$ cat src/rtl/dpram_fifo_ctrl.sv
// Streaming FIFO controller driving an external dual-port RAM (port A writes, port B reads).
// A 2-entry output buffer hides the RAM read latency and gives a first-word-fall-through output.
module dpram_fifo_ctrl #(
    parameter int ADDR_WIDTH = 6,
    parameter int DATA_WIDTH = 8
) (
    input  logic                  clk,
    input  logic                  rst_n,
    input  logic                  s_valid,
    output logic                  s_ready,
    input  logic [DATA_WIDTH-1:0] s_data,
    output logic                  m_valid,
    input  logic                  m_ready,
    output logic [DATA_WIDTH-1:0] m_data,
    output logic [ADDR_WIDTH+1:0] level,
    output logic                  ram_we_a,
    output logic [ADDR_WIDTH-1:0] ram_addr_a,
    output logic [DATA_WIDTH-1:0] ram_din_a,
    output logic                  ram_we_b,
    output logic [ADDR_WIDTH-1:0] ram_addr_b,
    output logic [DATA_WIDTH-1:0] ram_din_b,
    input  logic [DATA_WIDTH-1:0] ram_dout_b
);

    localparam int DEPTH = 1 << ADDR_WIDTH;
    localparam logic [ADDR_WIDTH:0] PTR_ONE  = (ADDR_WIDTH+1)'(1);
    localparam logic [ADDR_WIDTH:0] RAM_FULL = (ADDR_WIDTH+1)'(DEPTH);

    logic [ADDR_WIDTH:0]   wr_ptr;
    logic [ADDR_WIDTH:0]   rd_ptr;
    logic [ADDR_WIDTH:0]   ram_used;
    logic                  inflight;
    logic [1:0]            ob_cnt;
    logic [DATA_WIDTH-1:0] ob_head;
    logic [DATA_WIDTH-1:0] ob_tail;
    logic                  ram_full;
    logic                  push;
    logic                  pop;
    logic                  rd_en;
    logic [2:0]            ob_occ;

    // Wrap bit makes full (difference == DEPTH) distinct from empty (difference == 0).
    assign ram_used = wr_ptr - rd_ptr;
    assign ram_full = (ram_used == RAM_FULL);

    assign s_ready = rst_n & ~ram_full;
    assign push    = s_valid & s_ready;
    assign m_valid = (ob_cnt != 2'd0);
    assign m_data  = ob_head;
    assign pop     = m_valid & m_ready;

    // Occupancy the buffer will have once this cycle's pop and pending capture settle.
    assign ob_occ = {1'b0, ob_cnt} + {2'b00, inflight} - {2'b00, pop};
    assign rd_en  = (ram_used != '0) && (ob_occ < 3'd2);

    assign ram_we_a   = push;
    assign ram_addr_a = wr_ptr[ADDR_WIDTH-1:0];
    assign ram_din_a  = s_data;
    assign ram_we_b   = 1'b0;
    assign ram_addr_b = rd_ptr[ADDR_WIDTH-1:0];
    assign ram_din_b  = '0;

    assign level = {1'b0, ram_used}
                 + {{(ADDR_WIDTH+1){1'b0}}, inflight}
                 + {{ADDR_WIDTH{1'b0}}, ob_cnt};

    always_ff @(posedge clk or negedge rst_n) begin
        if (!rst_n) begin
            wr_ptr   <= '0;
            rd_ptr   <= '0;
            inflight <= 1'b0;
            ob_cnt   <= 2'd0;
            ob_head  <= '0;
            ob_tail  <= '0;
        end else begin
            if (push)
                wr_ptr <= wr_ptr + PTR_ONE;
            if (rd_en)
                rd_ptr <= rd_ptr + PTR_ONE;
            inflight <= rd_en;

            // Capture of the RAM word (inflight) and a consumer pop may coincide.
            case ({pop, inflight})
                2'b11: begin
                    if (ob_cnt == 2'd1) begin
                        ob_head <= ram_dout_b;
                    end else begin
                        ob_head <= ob_tail;
                        ob_tail <= ram_dout_b;
                    end
                end
                2'b10: begin
                    ob_head <= ob_tail;
                    ob_cnt  <= ob_cnt - 2'd1;
                end
                2'b01: begin
                    if (ob_cnt == 2'd0)
                        ob_head <= ram_dout_b;
                    else
                        ob_tail <= ram_dout_b;
                    ob_cnt <= ob_cnt + 2'd1;
                end
                default: ;
            endcase
        end
    end

endmodule

$ cat config.mk
export PLATFORM = sky130hd
export DESIGN_NAME = dpram_fifo_ctrl
export DESIGN_NICKNAME = d
export VERILOG_FILES = /design/src/rtl/dpram_fifo_ctrl.sv
export SDC_FILE = /design/constraint.sdc
export NUM_CORES = 1
export LEC_CHECK = 0
export CORE_ASPECT_RATIO = 0.5
export CORE_MARGIN = 3
export CORE_UTILIZATION = 35
export DETAILED_ROUTE_END_ITERATION = 6
export PLACE_DENSITY = 0.67
export SLEW_MARGIN = 10
export SYNTH_ARGS = -nofsm -noshare
export SYNTH_HDL_FRONTEND = slang
export SYNTH_SLANG_ARGS = --single-unit
$ cat constraint.sdc
create_clock -name clk -period 5.3 [get_ports clk]
set_input_delay 0.795 -clock clk [delete_from_list [all_inputs] [get_ports clk]]
set_output_delay 0.795 -clock clk [all_outputs]
set_load 0.01 [all_outputs]
* Yosys cells after proc, flatten, opt, wreduce, memory -nomap -nowiden
Cells that the tools add are included.
** Storage, ports and cells
- Output and inout bits :: 48
- Bits in registers :: 33
- Input bits :: 20
** Cells by class
- Mux-type cells :: 7
- Bitwise gates (word level) :: 4
- Magnitude comparators :: 1
- Reductions and logical operators :: 9
- Equal/unequal tests :: 8
- $add $sub $neg :: 9
** Operator list (number)
- $mux 8 :: 4
- $pmux 8 s3 :: 1
- $pmux 8 s2 :: 1
- $add 7x1->7 const B :: 2
- $add 7x1->8 :: 1
- $add 8x2->8 :: 1
- $eq 7x7->1 const B :: 1
- $reduce_bool 7->1 :: 1
- $sub 7x7->7 :: 1
- $ne 2x2->1 const B :: 3
- $reduce_bool 2->1 :: 3
- $eq 2x1->1 const B :: 2
- $eq 2x2->1 const B :: 2
- $pmux 2 s2 :: 1
- $add 2x1->3 :: 1
- $and 1x1->1 :: 3
- $lt 3x2->1 const B :: 1
- $reduce_and 3->1 :: 1
- $reduce_bool 3->1 :: 1
- $sub 3x1->3 :: 1
- $add 2x1->2 const B :: 1
- $logic_not 2->1 :: 1
- $reduce_and 2->1 :: 1
- $sub 2x1->2 const B :: 1
- other kinds (2) :: 2

* Depth between registers and ports, before layout
Gate-level depths: netlist of run 1.
- Depth after elaboration :: 5
- Mapped depth :: 13
- Gate-level depth less buffers :: 13

* Worst setup path after synthesis of run 1
Ideal clock, no wire load.
- Path type :: reg2out
- Start :: register wr_ptr[0]
- End :: output port s_ready
- Data required time :: 4.505 ns
- Setup slack :: 2.022 ns
- Arrival :: 2.483 ns
- Stages on the path, launching flop included :: 12
- Cell sequence :: dfrtp_1 inv_1 ha_1 inv_1 fa_1 a211oi_1 nor2_1 xor2_1 or4b_4 buf_6 nor2_1 nor2b_1
** On the way
- Longest elaborated chain between the ends :: 4
** Ends and longest elaborated chain
- start, declared :: line 29 : logic [ADDR_WIDTH:0] wr_ptr;
- start signal, assigned :: line 77 : wr_ptr <= wr_ptr + PTR_ONE;
- $sub 7x7->7 :: line 43 : assign ram_used = wr_ptr - rd_ptr;
- $eq 7x7->1 :: line 44 : assign ram_full = (ram_used == RAM_FULL);
- $not 1->1 :: line 46 : assign s_ready = rst_n & ~ram_full;
- $and 1x1->1 :: line 46
- end, declared :: line 10 : output logic s_ready,
No other way between the ends.

* Worst setup path after layout of run 1
- Start :: register wr_ptr[0]
- End :: output port ram_we_a
** On the way
- Longest elaborated chain between the ends :: 5
** Ends and longest elaborated chain
- $sub 7x7->7 :: line 43
- $eq 7x7->1 :: line 44
- $not 1->1 :: line 46
- $and 1x1->1 :: line 46
- $and 1x1->1 :: line 47 : assign push = s_valid & s_ready;
- end, declared :: line 16 : output logic ram_we_a,
No other way between the ends.

==> flow_metrics.tcl, run 1 <==
set metrics [dict create \
    outcome "completed" \
    io_buffer_count 42 \
    holdCritPathClass "register to register" \
    layout-drive-gt1-share_pct 7.98 \
    dieWidth_um 123 \
    via_count 1712 \
    hpwl_mm 3.58 \
    hold_slack_ns 0.474 \
    placed_cells_incl_taps 343 \
    post_drt_via_cell_ratio 4.88 \
    fin_skew_ns 0.00505 \
    relSlewSlack_pct 21.8 \
    ys_seq_area_share_pct 34.3 \
    setup_violations 0 \
    use_met1_pct 15.7 \
    grtUsageMet3_pct 3.40 \
    cts_buffers 5 \
    setup_ws_ns 1.01 \
    seq_area_um2 826 \
    arrival_ns 3.49 \
    hold_viol_final 0 \
    nFillCells 614 \
    routed_wire_length_per_instance_um 13.6 \
    post_cts_resize_count 0 \
    grt_pass1_wl_mm 8.01 \
    synth_area_um2 2400 \
    ant_nets 0 \
    cts_buffer_depth 2 \
    final_cells 351 \
    fin_crit_sh_pct 80.9 \
    worst-path-max-fanout 13 \
    drv_slew 0 \
    drt-initial-drc-count 102 \
    fmax_ghz 0.233 \
    multi_input_area_um2 1280 \
    end_kind "primary output" \
    die-area_um2 7960 \
    post_cts.repair.setup_buffers 0 \
    diodes 0 \
    clk_pin_slew_ns 0.05 \
    rows 20 \
    maxCapViolCount 0 \
    crit_type "register to primary output" \
    boundaryPins 68 \
    grt_pass1_vias 1715 \
    grtUsageMet2_pct 22.0 \
    synthDistinctLibCells 40 \
    core-area_um2 6360 \
    initial_core_util_pct 37.8 \
    rsz0062_at_grt "false" \
    yosysWarnings 0 \
    grt_busiest_layer "met2" \
    syn-instance-count 240 \
    drc_errors 0 \
    clock-sinks 33 \
    area_growth_pct 20.3 \
    place.gp.congestion 0.791 \
    ys_seq_elements 33 \
    cts_tree "built" \
    cp-start-kind "register" \
    worst_slew_pin_slew_ns 1.17 \
    grt_max_degree 35 \
    cts_root_buffer "clkbuf_16" \
    clkLatencyLatePin_ns 0.27 \
    hold_buffers 0 \
    worst_ep_required_time_ns 4.51 \
    grt.total_usage_pct 12.7 \
    place_ws_ns 1.34 \
    drt_first_pass_iters 4 \
    avgSynthCellArea_um2 10.0 \
    htree_levels 2 \
    min_period_ns 4.29 \
    grt-ovfl-total 0 \
    antenna_found_initial 0 \
    chipHeight_um 64.6 \
    totalNegativeSetupSlack_ns 0 \
    drt_wl_total_mm 4.76 \
    nets 301 \
]
==> area by class of cell <==
class,instances,share of cell area (%)
Multi-Input combinational cell,159,44.3
Sequential cell,33,28.5
Timing Repair Buffer,43,14.8
Clock buffer,7,4.93
Tap cell,88,3.81
Inverter,20,2.60
Clock inverter,1,1.04
==> final timing paths <==
path,start,to,slack (ns),depth (start not counted)
worst min register to register,m_data[0],m_data[0],0.47,1
worst max-delay path,wr_ptr[0],ram_we_a,1.01,11
worst max register to register,wr_ptr[0],rd_ptr[1],2.14,10
min in group asynchronous,rst_n,ob_tail[3],1.12,2
worst min-delay path,m_data[0],m_data[0],0.47,1
max in group asynchronous,rst_n,wr_ptr[0],3.86,2
==> registers in the layout (all words and copies together), names as in the netlist <==
name,cells
inflight,1
m_data,8
ob_tail,8
rd_ptr,7
wr_ptr,7
ob_cnt,2
==> cells in the mapped netlist (all sizes together) <==
library cell | number | share of area, %
xnor2 | 19 | 6.9
or4b | 1 | 0.57
nor3 | 2 | 0.42
o22ai | 1 | 0.26
mux2 | 11 | 5.2
fa | 4 | 3.3
dfrtp | 33 | 34
xor2 | 7 | 2.5
nor3b | 1 | 0.31
o21bai | 1 | 0.31
buf | 30 | 9.5
ha | 15 | 7.8
a21oi | 5 | 1.0
and3 | 3 | 0.78
nor2 | 11 | 1.7
conb | 1 | 0.16
and2 | 3 | 0.78
a221o | 1 | 0.42
nand3 | 4 | 0.83
mux2i | 7 | 2.9
a22oi | 1 | 0.31
nand2 | 6 | 0.94
o211a | 1 | 0.42
o2111ai | 3 | 1.1
inv | 20 | 3.1
clkbuf | 6 | 0.99
or2 | 1 | 0.26
o21a | 1 | 0.31
o21ai | 10 | 2.4
a221oi | 7 | 2.5
nor2b | 4 | 1.0
o211ai | 4 | 1.2
a21o | 7 | 2.2
a211oi | 9 | 3.0
==> critical path: stages (launching register included) <==
cell and delay (ns):
dfrtp_1 0.43, inv_1 0.10, ha_1 0.17, inv_1 0.05
fa_1 0.40, a211oi_1 0.33, nor2_1 0.12, xor2_1 0.20
or4b_4 0.66, o21ai_2 0.22, inv_1 0.06, clkdlybuf4s50_1 0.47
==> routing by layer <==
layer	up-vias	wire [µm]
met4	0	49
met1	821	2210
li1	840	-
met3	6	262
met5	-	0
met2	45	2230
==> cell families after synthesis <==
family	Yosys count	synth area share [%]
DFF	33	34.3
muxes	18	8.06
other	1	0.156
xor gates and xnor gates	26	9.47
AOI/OAI and AO/OA	51	15.6
and+or+nand+nor	36	7.65
adders and majority gates	19	11.1
buffers and inverters	56	13.6
==> through the flow <==
| step | area (µm²) | utilization [%] |
|---|---|---|
| after floorplan | 2430 | - |
| after global placement | 2720 | 42.8 |
| after detailed placement | 2720 | 42.8 |
| after CTS | 2890 | 45.5 |
| after global routing | 2890 | 45.5 |
| final | 2890 | 45.5 |
==> layout by cell type (no fill, tap or decap), types with 6 or more instances in the layout <==
cell type	synthesis	layout
a211oi_1	8	8
a21o_1	7	7
a221oi_1	7	7
clkdlybuf4s50_1	0	42
conb_1	1	9
dfrtp_1	33	33
ha_1	15	15
inv_1	20	20
mux2_2	9	9
mux2i_1	7	7
nand2_1	6	6
nor2_1	11	11
xnor2_1	19	19
xor2_1	7	7
Power of run 1 is left out: the tool's default activity adds up to more than one toggle a clock period on the data nets, which glitch-free logic cannot reach.
==> run 2, diff against run 1 <==
PLACE_DENSITY = 0.69   (was 0.67)
clock period = 3.6 ns   (was 5.3 ns; I/O delays follow)
==> flow_metrics.tcl, run 2 (same netlist as run 1, synthesis figures left out) <==
set metrics [dict create \
    drt-initial-drc-count 83 \
    setup_violations 0 \
    ff2ff_setup_slack_ns 0.56 \
    maxCapViolCount 0 \
    worst-path-max-fanout 3 \
    fin_skew_ns 0.00315 \
    cp-start-kind "register" \
    final_common_cell "clkdlybuf4s50_1" \
    worst_ep_required_time_ns 3.06 \
    crit_chain "inv_1 -> ha_1 -> inv_1 -> fa_2 -> a211oi_2 -> nor2_1 -> xor2_1 -> buf_4 -> nand3_1 -> xor2_1 -> clkdlybuf4s50_1" \
    placed_cells_incl_taps 350 \
    final_cell_mix "clkdlybuf4s50_1, dfrtp_1, inv_1" \
    area_growth_pct 26.2 \
    hold_buffers 0 \
    cts_buffers 5 \
    layout-drive-gt1-share_pct 13.9 \
    clkLatencyLatePin_ns 0.28 \
    initial_core_util_pct 37.8 \
    drv_slew 0 \
    cts_root_buffer "clkbuf_16" \
    nets 312 \
    critical_path.slowest_cell "clkdlybuf4s50_1" \
    dieWidth_um 123 \
    diodes 0 \
    ant_nets 0 \
    drt_first_pass_iters 4 \
    io_buffer_count 42 \
    htree_levels 2 \
    rsz0062_at_grt "false" \
    fin_crit_sh_pct 93.5 \
    crit_type "register to primary output" \
    hpwl_mm 3.73 \
    r2r_cells 12 \
    core-area_um2 6360 \
    rows 20 \
    grt_pass1_vias 1791 \
    grt_max_degree 34 \
    postPlaceCellArea_um2 2770 \
    grt.total_usage_pct 13.4 \
    holdCritPathClass "register to register" \
    grt-ovfl-total 0 \
    fmax_ghz 0.297 \
    routed_wire_length_per_instance_um 14.2 \
    fin_area_um2 3040 \
    relSlewSlack_pct 42.3 \
    via_count 1783 \
    worst_slew_pin_slew_ns 0.865 \
    place.gp.congestion 0.775 \
    min_period_ns 3.37 \
    clock-sinks 33 \
    totalNegativeSetupSlack_ns 0 \
    chipHeight_um 64.6 \
    outcome "completed" \
    drt_wl_total_mm 5.16 \
    die-area_um2 7960 \
    drc_errors 0 \
    cts_tree "built" \
    boundaryPins 68 \
    slowest_delay_ns 0.55 \
    arrival_ns 2.83 \
    post_drt_via_cell_ratio 4.93 \
    grt_pass1_wl_mm 8.44 \
    hold_viol_final 0 \
    clk_pin_slew_ns 0.06 \
    cts_buffer_depth 2 \
    whs_path_depth 1 \
    antenna_found_initial 0 \
    final_cells 362 \
    end_kind "primary output" \
]
run 2: changes by cell type in the layout (fill, tap and decap cells not counted), moves of 2 or more:
| cell | change |
|---|---|
| clkdlybuf4s50_1 | -5 |
| dlymetal6s2s_1 | +5 |
| buf_4 | +11 |
| xnor2_1 | -2 |
run 2: area by class of cell:
cell class	instances	area [µm²]
clock buffers	7	143
clock inverters	1	30.0
fillers	589	3320
inverters	20	75.1
multi-input cells	159	1330
flip-flops and latches	33	826
well taps	88	110
repair buffers	54	523
run 2: metrics by stage:
step,worst slack [ns],utilization [%],hold slack [ns]
2_1_floorplan,0.577,-,0.244
3_3_place_gp,0.133,43.6,0.458
3_5_place_dp,0.0504,43.6,0.467
4_1_cts,0.0143,47.1,0.480
5_1_grt,0.0359,47.8,0.490
6_report,0.232,47.8,0.471
run 2: timing repair:
| item | in CTS | in global routing |
|---|---|---|
| gates cloned | 0 | 0 |
| gates resized for setup | 6 | 7 |
| setup endpoints to repair | 4 | 5 |
| pin swaps | 2 | 3 |
| setup buffers | 2 | 2 |
run 2: worst paths after layout:
kind	startpoint	to
max reg2reg	wr_ptr[0]	rd_ptr[1]
min	m_data[7]	m_data[7]
max in group asynchronous	rst_n	ob_tail[2]
min in group asynchronous	rst_n	rd_ptr[6]
max	wr_ptr[0]	level[5]
min reg2reg	m_data[7]	m_data[7]
run 2: metal layers:
metal / global-route usage, % / wire length [µm]
met5: 0 / 0
met4: 3.59 / 44
met1: 16.6 / 2420
met2: 23.0 / 2300
met3: 3.92 / 387
run 2: critical path, delay by kind of cell (launching register included):
| kind | cells | cell delay [ns] |
|---|---|---|
| AOI/OAI and AO/OA | 1 | 0.27 |
| DFF | 1 | 0.38 |
| adders and majority gates | 2 | 0.53 |
| and+or+nand+nor | 2 | 0.19 |
| xor gates and xnor gates | 2 | 0.36 |
| buffers and inverters | 4 | 0.83 |
Power of run 2 is left out for the same reason.
==> run 3, diff against run 2 <==
CTS_CLUSTER_DIAMETER = 50   (was not set)
==> results of run 3 <==
The final DEF is identical to that of run 2; final timing and power are the same.
Power of run 3 is left out for the same reason.
